[src/rtl/kt_pkg.sv]
// Shared constants for the kitchen-timer preset front end: button FSM
// state codes, BCD digit limits and tick-counter width.
package kt_pkg;

  localparam logic [1:0] ST_IDLE   = 2'd0;
  localparam logic [1:0] ST_HOLD   = 2'd1;
  localparam logic [1:0] ST_REPEAT = 2'd2;
  localparam logic [1:0] ST_LOCK   = 2'd3;

  localparam logic [3:0] SEC_L_MAX = 4'd9;
  localparam logic [3:0] SEC_H_MAX = 4'd5;
  localparam logic [3:0] MIN_MAX   = 4'd9;

  localparam int TICK_CNT_W = 16;

endpackage

[src/rtl/dcounter_up.sv]
// One BCD up-counting digit with carry-in/carry-out; the up-counting
// counterpart of the down-counting borrow-chain digit.
module dcounter_up
  import kt_pkg::*;
#(
  parameter logic [3:0] maxcnt = SEC_L_MAX
) (
  input  logic       clk,
  input  logic       reset,
  input  logic       clr,
  input  logic       cin,
  output logic       cout,
  output logic [3:0] q
);

  logic [3:0] r_q;

  always_ff @(posedge clk or negedge reset) begin
    if (!reset) begin
      r_q <= 4'd0;
    end else if (clr) begin
      r_q <= 4'd0;
    end else if (cin) begin
      r_q <= (r_q == maxcnt) ? 4'd0 : r_q + 4'd1;
    end
  end

  assign q    = r_q;
  assign cout = cin && (r_q == maxcnt);

endmodule

[src/rtl/kt_repeat_fsm.sv]
// Press / hold / auto-repeat / lock state machine for one time-entry button.
// Emits a single-cycle increment request on press and on each repeat.
module kt_repeat_fsm
  import kt_pkg::*;
#(
  parameter int unsigned HOLD_TICKS   = 500,
  parameter int unsigned REPEAT_TICKS = 100
) (
  input  logic clk,
  input  logic reset,
  input  logic i_tick,
  input  logic i_en,
  input  logic i_btn,
  input  logic i_both,
  input  logic i_allUp,
  output logic o_inc
);

  localparam logic [TICK_CNT_W-1:0] HOLD_LAST   = TICK_CNT_W'(HOLD_TICKS - 1);
  localparam logic [TICK_CNT_W-1:0] REPEAT_LAST = TICK_CNT_W'(REPEAT_TICKS - 1);

  logic [1:0]            r_state;
  logic [1:0]            w_stateNext;
  logic [TICK_CNT_W-1:0] r_cnt;
  logic [TICK_CNT_W-1:0] w_cntNext;
  logic                  r_btnQ;
  logic                  w_inc;

  always_comb begin
    w_stateNext = r_state;
    w_cntNext   = r_cnt;
    w_inc       = 1'b0;
    if (!i_en) begin
      w_stateNext = ST_IDLE;
      w_cntNext   = '0;
    end else if (i_both) begin
      w_stateNext = ST_LOCK;
    end else begin
      case (r_state)
        ST_IDLE: begin
          if (i_btn && !r_btnQ) begin
            w_inc       = 1'b1;
            w_cntNext   = '0;
            w_stateNext = ST_HOLD;
          end
        end
        ST_HOLD: begin
          if (!i_btn) begin
            w_stateNext = ST_IDLE;
          end else if (i_tick) begin
            if (r_cnt == HOLD_LAST) begin
              w_inc       = 1'b1;
              w_cntNext   = '0;
              w_stateNext = ST_REPEAT;
            end else begin
              w_cntNext = r_cnt + TICK_CNT_W'(1);
            end
          end
        end
        ST_REPEAT: begin
          if (!i_btn) begin
            w_stateNext = ST_IDLE;
          end else if (i_tick) begin
            if (r_cnt == REPEAT_LAST) begin
              w_inc     = 1'b1;
              w_cntNext = '0;
            end else begin
              w_cntNext = r_cnt + TICK_CNT_W'(1);
            end
          end
        end
        default: begin
          if (i_allUp) begin
            w_stateNext = ST_IDLE;
          end
        end
      endcase
    end
  end

  // The edge detector resets to "pressed" so a button held through reset
  // must be released and pressed again before it counts.
  always_ff @(posedge clk or negedge reset) begin
    if (!reset) begin
      r_state <= ST_IDLE;
      r_cnt   <= '0;
      r_btnQ  <= 1'b1;
    end else begin
      r_state <= w_stateNext;
      r_cnt   <= w_cntNext;
      r_btnQ  <= i_btn;
    end
  end

  assign o_inc = w_inc;

endmodule

[src/rtl/kt_preset.sv]
// MM:SS preset entry: MIN/SEC buttons drive two repeat FSMs that step
// cascaded BCD digits; pressing both buttons clears the preset.
module kt_preset
  import kt_pkg::*;
#(
  parameter int unsigned HOLD_TICKS   = 500,
  parameter int unsigned REPEAT_TICKS = 100
) (
  input  logic       clk,
  input  logic       reset,
  input  logic       tick,
  input  logic       en,
  input  logic       clr,
  input  logic       btn_min,
  input  logic       btn_sec,
  output logic [3:0] min_h,
  output logic [3:0] min_l,
  output logic [3:0] sec_h,
  output logic [3:0] sec_l,
  output logic       zero
);

  logic w_both;
  logic w_allUp;
  logic w_digClr;
  logic w_incMin;
  logic w_incSec;
  logic w_secCarry;
  logic w_minCarry;
  logic w_unusedSecWrap;
  logic w_unusedMinWrap;
  logic r_zero;

  assign w_both   = en && btn_min && btn_sec;
  assign w_allUp  = !btn_min && !btn_sec;
  assign w_digClr = clr || w_both;

  kt_repeat_fsm #(.HOLD_TICKS(HOLD_TICKS), .REPEAT_TICKS(REPEAT_TICKS)) u_minFsm (
    .clk(clk), .reset(reset), .i_tick(tick), .i_en(en), .i_btn(btn_min),
    .i_both(w_both), .i_allUp(w_allUp), .o_inc(w_incMin)
  );

  kt_repeat_fsm #(.HOLD_TICKS(HOLD_TICKS), .REPEAT_TICKS(REPEAT_TICKS)) u_secFsm (
    .clk(clk), .reset(reset), .i_tick(tick), .i_en(en), .i_btn(btn_sec),
    .i_both(w_both), .i_allUp(w_allUp), .o_inc(w_incSec)
  );

  // Each field wraps on its own: the tens carry-out goes nowhere.
  dcounter_up #(.maxcnt(SEC_L_MAX)) u_secL (
    .clk(clk), .reset(reset), .clr(w_digClr), .cin(w_incSec), .cout(w_secCarry), .q(sec_l)
  );
  dcounter_up #(.maxcnt(SEC_H_MAX)) u_secH (
    .clk(clk), .reset(reset), .clr(w_digClr), .cin(w_secCarry), .cout(w_unusedSecWrap), .q(sec_h)
  );
  dcounter_up #(.maxcnt(MIN_MAX)) u_minL (
    .clk(clk), .reset(reset), .clr(w_digClr), .cin(w_incMin), .cout(w_minCarry), .q(min_l)
  );
  dcounter_up #(.maxcnt(MIN_MAX)) u_minH (
    .clk(clk), .reset(reset), .clr(w_digClr), .cin(w_minCarry), .cout(w_unusedMinWrap), .q(min_h)
  );

  always_ff @(posedge clk or negedge reset) begin
    if (!reset) begin
      r_zero <= 1'b1;
    end else begin
      r_zero <= ({min_h, min_l, sec_h, sec_l} == 16'd0);
    end
  end

  assign zero = r_zero;

endmodule

[config.mk]
export PLATFORM = sky130hd
export DESIGN_NAME = kt_preset
export DESIGN_NICKNAME = d
export VERILOG_FILES = /design/src/rtl/kt_pkg.sv /design/src/rtl/dcounter_up.sv /design/src/rtl/kt_repeat_fsm.sv /design/src/rtl/kt_preset.sv
export SDC_FILE = /design/constraint.sdc
export NUM_CORES = 1
export LEC_CHECK = 0
export CAP_MARGIN = 20
export CORE_MARGIN = 4
export CORE_UTILIZATION = 61
export CTS_BUF_LIST = sky130_fd_sc_hd__clkbuf_4
export CTS_CLUSTER_SIZE = 24
export DETAILED_ROUTE_END_ITERATION = 8
export PLACE_DENSITY = 0.82
export SLEW_MARGIN = 20
export SYNTH_ARGS = -nofsm -noshare
export SYNTH_HDL_FRONTEND = slang
export SYNTH_HIERARCHICAL = 1
export SYNTH_SLANG_ARGS = --single-unit
[constraint.sdc]
create_clock -name clk -period 3.7 [get_ports clk]
set_clock_uncertainty 0.15 [all_clocks]
set_input_delay 0.555 -clock clk [delete_from_list [all_inputs] [get_ports clk]]
set_output_delay 0.555 -clock clk [all_outputs]
set_load 0.05 [all_outputs]
==> results.toml <==
[logic_synthesis]
netlist_area_sq_mm = 0.00354
syn_nets = 422
syn_avg_cell_area_sq_um = 8.91
syn_inst = 397
synth_warnings = 6

[clocking]
clk_pin_slew_worst_paths_ns = 0.16
ctsHoldBuffers = 0
cts_setup_buffers = 0
clockBufferDepth = 2
cts_buffers = 5
h-tree-depth = 2
cts_resized = 0
cts_tree = "built"
clock_latency_ns = 0.39
cts_root_buffer = "clkbuf_4"
clock_sinks = 55

[placed_design]
placed_cells_incl_taps = 487
dpl_cell_area_sq_mm = 0.00384
gp_congestion = 0.911
dp.final_hpwl_um = 5440
io_buffers = 23

[layout]
fillers = 428
drive_gt1_frac = 0.0993
area_delta_synth_final_pct = 11.0
final_cells = 495
diodes = 0
nets = 447
final_cell_area_sq_mm = 0.00393

[critical_path]
worstSetupPathType = "reg2reg"
crit_fanout = 6
worstPathArrival_ns = 3.18
end_kind = "flop"
cp_data_required_time_ns = 3.88
cp-start-kind = "flop"

[global_routing]
met3_usage = 0.0422
grt_max_degree = 40
grt_overflow_total = 0
grtUsageMet2 = 0.377
antenna_found_initial = 0
grt_most_used_layer = "met2"
grt_pass1_wl_um = 13600
grt_pass1_vias = 3026
grt_use_met1 = 0.301
gr-usage-all-layers = 0.228

[routing]
wl_per_cell_um = 15.5
drtAntennaViolNets = 0
dr.pass1.iters = 4
dr.first_iter.drc_count = 253
wl_um = 7690
post-route-drc-count = 0
via_per_inst = 6.31
vias = 3123

[timing]
post-route-period-util = 0.812
max_freq_mhz = 333
tns_ns = 0
worstMarginPinSlew_ns = 0.910
fin_crit_ns = 3.00
hold_violations = 0
worst_slew_margin_rel = 0.393
drv_slew = 0
setup_viol = 0
fin_hold_ws_ns = 0.112
rsz0062_at_grt = "no"

[floorplan]
row_count = 27
fp.dieArea_sq_mm = 0.00708
die_h_um = 84.2
io_pins = 24
die_w_um = 84.2
core_sq_mm = 0.00557
initial_core_util = 0.635

[power_and_ir_drop]
irDropWorstVdd_uv = 216
p_per_area_mw_per_mm2 = 340
leakagePower_uw = 0.00169

[run_status]
outcome = "finished clean"

[min_path]
min_path_type = "in2async"

[flow_run]
drv_cap = 0
==> routing by layer <==
metal,part of all wire,wire length (um)
met5,0,0
met4,0.019,148
met3,0.043,328
met2,0.47,3640
met1,0.46,3580
==> sequential cells by signal (all words and copies together) (netlist names) <==
name	cells
u_secFsm/r_cnt	16
zero	1
u_secFsm/r_btnQ	1
u_minFsm/r_cnt	16
u_secL/q	4
u_minFsm/r_btnQ	1
u_minH/q	4
u_secH/q	4
u_secFsm/r_state	2
u_minFsm/r_state	2
u_minL/q	4
==> through the flow <==
step | util | setup slack [ns] | power (uW)
global placement | 0.689 | 0.522 | 981
finish | 0.704 | 0.695 | 1340
CTS | 0.704 | 0.740 | 1340
global route | 0.704 | 0.481 | 1410
floorplan | - | 0.904 | 906
detailed placement | 0.689 | 0.374 | 992
==> final cells by class <==
type / count / area (sq um) / area share
Clock buffer: 7 / 52.6 / 0.0134
Inverter: 23 / 86.3 / 0.0220
Clock inverter: 1 / 30.0 / 0.00765
Multi-Input combinational cell: 307 / 2010 / 0.512
Timing Repair Buffer: 30 / 278 / 0.0708
Tap cell: 72 / 90.1 / 0.0230
Sequential cell: 55 / 1380 / 0.352
==> final timing paths <==
kind	startpoint	end	slack, ns	cells after the start
min in group clk	u_minFsm/r_cnt[1]	u_minFsm/r_cnt[1]	0.39	2
max in group asynchronous	reset	u_minFsm/r_cnt[3]	2.49	2
hold reg to reg	u_minFsm/r_cnt[1]	u_minFsm/r_cnt[1]	0.39	2
setup / recovery	u_minFsm/r_cnt[10]	u_minH/q[3]	0.70	10
setup reg to reg	u_minFsm/r_cnt[10]	u_minH/q[3]	0.70	10
hold / removal	reset	u_secL/q[2]	0.11	1
==> layout by cell type (no fill, tap or decap), types with 3 or more instances in the layout <==
cell type,count
o21ai_0,22
a211o_1,3
nand3_1,28
nand3b_1,12
dfrtp_1,52
and3_1,6
a21oi_2,4
nor3_1,4
a21boi_0,3
nand2_2,3
ha_1,18
dfstp_2,3
and2_1,4
a21o_1,10
a31oi_1,8
a22o_1,14
nand2_1,41
clkdlybuf4s50_1,22
inv_1,23
o311ai_0,7
a21oi_1,17
mux2_2,3
nor2b_1,3
nor2_1,22
or2_2,3
buf_4,7
nand4_1,7
nand2b_1,5
nor4_1,10
clkbuf_4,7
o31ai_1,5
and4b_2,3
or3_1,7
==> worst max-delay path, stage by stage, from the launching register on <==
cell and delay, ns:
dfrtp_1 0.45, or4_1 0.62, nor3_1 0.23, nand4_1 0.12, o22ai_1 0.12, and4b_1 0.34, inv_1 0.10, nor2_1 0.32
and4b_2 0.27, o21ai_0 0.09, a21oi_1 0.14
==> power breakdown <==
part | switching (uW) | internal [uW]
clock | 191 | 158
sequential | 22.0 | 620
combinational | 203 | 141
total | 416 | 920
(Power assumes the default switching activity.)
